--- src/rtl/commit_checker_pkg.sv ---
// Shared types and defaults for the retirement-side commit checker.
package commit_checker_pkg;

  // Error causes reported on err_code; lower value wins when several fire together.
  typedef enum logic [3:0] {
    ERR_NONE  = 4'd0,
    ERR_ORDER = 4'd1,
    ERR_PC    = 4'd2,
    ERR_RS1   = 4'd3,
    ERR_RS2   = 4'd4,
    ERR_X0    = 4'd5,
    ERR_ALIGN = 4'd6,
    ERR_MEM   = 4'd7
  } err_code_t;

  // Checker lifecycle; HALTED and ERROR are only left through reset.
  typedef enum logic [1:0] {
    ST_RUN    = 2'd0,
    ST_HALTED = 2'd1,
    ST_ERROR  = 2'd2
  } state_t;

  localparam logic [31:0] COMMIT_RESET_PC  = 32'h1eceb000;
  localparam logic [31:0] COMMIT_HALT_INST = 32'h00000063;

  // Bit i of fails is set when check i failed; returns the lowest-numbered cause.
  function automatic err_code_t first_error(input logic [7:1] fails);
    err_code_t code;
    code = ERR_NONE;
    for (int i = 7; i >= 1; i--) begin
      if (fails[i]) code = err_code_t'(4'(i));
    end
    return code;
  endfunction

endpackage

--- src/rtl/commit_checker_shadow_regfile.sv ---
// Architectural shadow register file: 32x32, two combinational reads, one write,
// asynchronous clear, x0 hardwired to zero.
module shadow_regfile
  import commit_checker_pkg::*;
(
  input  logic        clk,
  input  logic        rst_n,
  input  logic [4:0]  rd1_addr,
  output logic [31:0] rd1_data,
  input  logic [4:0]  rd2_addr,
  output logic [31:0] rd2_data,
  input  logic        we,
  input  logic [4:0]  wr_addr,
  input  logic [31:0] wr_data
);

  logic [31:0] regs [32];

  // Write port; every entry is cleared on reset.
  // NOTE: this array is reset deliberately -- the shadow must match a freshly
  // reset core whose registers read as zero, so it cannot map to plain RAM.
  always_ff @(posedge clk or negedge rst_n) begin
    if (!rst_n) begin
      for (int i = 0; i < 32; i++) regs[i] <= '0;
    end else if (we && wr_addr != 5'd0) begin
      // NOTE: non-blocking so a same-edge read elsewhere sees the pre-commit value.
      regs[wr_addr] <= wr_data;
    end
  end

  // Read ports; x0 forced to zero regardless of storage contents.
  always_comb begin
    rd1_data = (rd1_addr == 5'd0) ? 32'd0 : regs[rd1_addr];
    rd2_data = (rd2_addr == 5'd0) ? 32'd0 : regs[rd2_addr];
  end

endmodule

--- config.mk ---
export PLATFORM = sky130hd
export DESIGN_NAME = shadow_regfile
export DESIGN_NICKNAME = d
export VERILOG_FILES = /design/src/rtl/commit_checker_pkg.sv /design/src/rtl/commit_checker_shadow_regfile.sv
export SDC_FILE = /design/constraint.sdc
export NUM_CORES = 2
export LEC_CHECK = 0
export BUFFER_PORTS_ARGS = -buffer_cell sky130_fd_sc_hd__buf_2
export CORE_ASPECT_RATIO = 1.25
export CORE_MARGIN = 2
export CORE_UTILIZATION = 50
export DETAILED_ROUTE_END_ITERATION = 7
export PLACE_DENSITY_LB_ADDON = 0.15
export SETUP_SLACK_MARGIN = 0.2
export SLEW_MARGIN = 25
export SYNTH_ARGS = -nofsm -noshare
export SYNTH_HDL_FRONTEND = slang
export SYNTH_SLANG_ARGS = --single-unit
--- constraint.sdc ---
create_clock -name clk -period 4 [get_ports clk]
set_input_delay 0.6 -clock clk [delete_from_list [all_inputs] [get_ports clk]]
set_output_delay 0.6 -clock clk [all_outputs]
set_load 0.05 [all_outputs]
==> summary.txt <==
Worst setup path
  – CP peak stage delay: 0.51 ns
  – Crit Path Max Fanout: 48
  – Reg2Reg Capture Point: regs[313]$_DFFE_PN0P_
  – Critical Path Sink: rd2_data[22]
  – Worst EP arrival: 3.15 ns
  – Reg-to-reg critical path startpoint: regs[313]$_DFFE_PN0P_
  – R2r worst-path depth: 1
  – Startpoint type of the worst setup path: input pin
  – Crit. End Element: output pin
  – Crit-path most repeated cell: buf_12
  – Critical Path Source: rd2_addr[2]
  – CP max-delay cell: a311oi_1
  – Critical Path RT: 3.40 ns
  – CP cell instances: buf_8 -> buf_12 -> mux2i_1 -> a221oi_1 -> o21ai_0 -> a311oi_1 -> buf_4 -> buf_12
  – Setup CP Type: input pin to output pin
  – Internal reg-to-reg setup slack: 3.17 ns

Yosys
  – Synth top area cells: dfrtp_1 47%, mux2_2 22%, mux4_2 19%
  – Prevailing post-synth register cell: dfrtp_1
  – Synth area leader: dfrtp_1
  – Syn Std Cell Area: 54,370 sq um
  – Number of synthesized flops with an enable pin: 0
  – Post-synth ARST share: 1.000
  – Yosys warning count: 0
  – Library cells used by synthesis: 35
  – Syn Inst Count: 3,621
  – Synth Area per Inst: 15.02 sq um
  – Share of Yosys cell area claimed by the top area cell type: 0.4713
  – Sequential share of the synthesized area: 0.4713
  – Syn nets: 3,671
  – Seq cells post-synth: 1,024

Clocking
  – CTS root buffer: clkbuf_16
  – Clk pin slew, worst setup/hold paths: 0.06 ns
  – H-tree levels: 3
  – Clk Latency, worst-skew pair: 0.72 ns
  – Clock Tree Buf Depth: 3
  – Number of setup buffers added after CTS: 0
  – Sink Count: 1,024
  – Num CTS Buffers: 108
  – CTS tree: built

Power and ir drop
  – Leakage: 26.65 nW
  – Final Power: 0.03114 W
  – P per Cell Area: 501.5 nW/um^2
  – Worst VDD drop: 0.3826 mV

Cells and area
  – Non-Filler Instances: 5,184
  – Leading cell type in the layout, fill and taps excluded: mux2_2
  – Most frequent cells in the layout: 1,046 x mux2_2, 1,024 x dfrtp_1, 448 x mux4_2
  – Largest reg by FF count: regs
  – Nets@finish: 3,702
  – Largest register FFs: 1,024
  – Area added between synthesis and finish: 14.18%
  – Fillcell total: 8,461
  – Ratio of cells with drive above 1 in the final layout: 0.5548
  – Largest registers: regs: 1024 flops

GRT
  – Global-route wire length before repair: 273,700 microns
  – Largest net degree at the start of global routing: 138
  – Congestion Overflow GR: 0
  – Vias in the first global route: 38,570
  – Initial antenna violation count: 20
  – Tot GR Track Use: 0.3395

Routing
  – Post-Route WL: 188,000 microns
  – Via Count: 36,280
  – DRT iter0 DRCs: 3,509
  – WL/cell: 36.27 microns
  – Average via count per standard cell: 6.999
  – DRC: 0
  – ANT nets after route: 0
  – DRT Pass-1 Iters: 8

Placed design
  – IO buf count: 113
  – GP Congestion: 0.8531
  – Post-placement cell count: 4,979
  – DP HPWL: 117,200 microns

Die
  – Top Ports: 114
  – Core area: 108,100 sq um
  – Die ar.: 111,400 sq um
  – Starting Density: 0.5029
  – FP Rows: 135
  – Chip Height: 372.7 microns
  – Die Span X: 298.9 microns

Timing
  – Max-slew headroom at the worst pin: 0.2538
  – Worst-margin pin slew: 1.117 ns
  – Pins Over Slew Limit: 0
  – Setup TNS: 0 ns
  – Skew final: 0 ns
  – Minimum clock period: 3.749 ns
  – Tcrit/Tclk final: 0.9373
  – RSZ-0062 raised after global routing: no
  – Final setup vio count: 0
  – Hold Vio Cnt, Final: 0
  – Max Fclk: 0.2667 GHz

Hold path
  – HP Class: flop to flop

Job
  – Max_cap viols: 0

Outcome
  – Status: completed
[area by class of cell]
type / instances / area (sq um) / share of cell area
Antenna cell: 8 / 20.02 / 0.0003225
Clock buffer: 154 / 3138 / 0.05055
Clock inverter: 42 / 445.4 / 0.007175
Inverter: 2 / 10.01 / 0.0001612
Multi-Input combinational cell: 2163 / 27030 / 0.4354
Sequential cell: 1024 / 25620 / 0.4128
Tap cell: 1438 / 1799 / 0.02898
Timing Repair Buffer: 353 / 4010 / 0.06460
[per-layer routing]
layer	GRT usage	up-vias	wire length, microns
li1	-	14130	-
met5	0	-	22
met4	0.1791	4	11160
met3	0.06660	538	15070
met2	0.5392	1916	90120
met1	0.4430	19690	71650
[cells by family (layout without fill, tap and decap cells)]
group / after synthesis / after routing / share of synthesized area
flops: 1024 / 1024 / 0.4713
compound gates: 366 / 366 / 0.04842
simple gates: 165 / 165 / 0.01611
other cells: 0 / 8 / 0
mux: 1632 / 1632 / 0.4279
buf+inv: 434 / 551 / 0.03631
[cells in the mapped netlist (3+ instances only)]
library cell	n
nand2_1	49
mux4_2	448
nor2b_1	71
nor2_1	19
a221oi_1	46
nor3_1	3
o2111ai_1	18
or3_1	3
buf_2	170
a211oi_1	64
mux2i_1	128
buf_1	3
nand2b_1	5
buf_4	34
o21ai_1	9
mux2_1	10
a311oi_1	64
dfrtp_1	1024
a22oi_1	64
mux2_2	1046
clkbuf_1	223
nand4b_1	3
o21ai_0	101
[worst max-delay path: cells and delay by family]
family                 cells  cell delay, ns
muxes                      1            0.15
AOI/OAI and AO/OA          3            1.21
buffers and inverters      4            1.07
[worst min path at each step]
stage,start,end,slack [ns],depth (start not counted)
finish,regs[1000]$_DFFE_PN0P_,regs[1000]$_DFFE_PN0P_,0.39,0
global route,regs[1000]$_DFFE_PN0P_,regs[1000]$_DFFE_PN0P_,0.41,0
CTS,regs[1000]$_DFFE_PN0P_,regs[1000]$_DFFE_PN0P_,0.40,0
detailed placement,regs[996]$_DFFE_PN0P_,regs[996]$_DFFE_PN0P_,0.38,0
global placement,regs[1004]$_DFFE_PN0P_,regs[1004]$_DFFE_PN0P_,0.38,0
floorplan,rst_n,regs[0]$_DFFE_PN0P_,0.30,0
[where the power goes]
part	leakage [nW]	total (W)	switching, W	internal [W]
combinational	11.8	0.00700	0.00297	0.00403
clock	1.77	0.0103	0.00438	0.00590
sequential	13.1	0.0139	0.00152	0.0123
[per-stage QoR]
step                hold WS, ns  setup WS, ns    util  cell area (sq um)
global placement         0.3764        0.1110  0.5403              58410
detailed placement       0.3836        0.1695  0.5404              58420
global route             0.4097        0.2229  0.5742              62070
floorplan                0.3044        0.4379       -              54370
CTS                      0.3967        0.2362  0.5737              62020
finish                   0.3940        0.2506  0.5742              62080
[what timing repair did]
action | CTS | global route
hold buffers | 1 | 0
gates resized for setup | 1 | 6
endpoints found under the setup margin | 1 | 5
hold endpoints to repair | 35 | 0
Note: power is estimated with default switching activity, not from simulation.
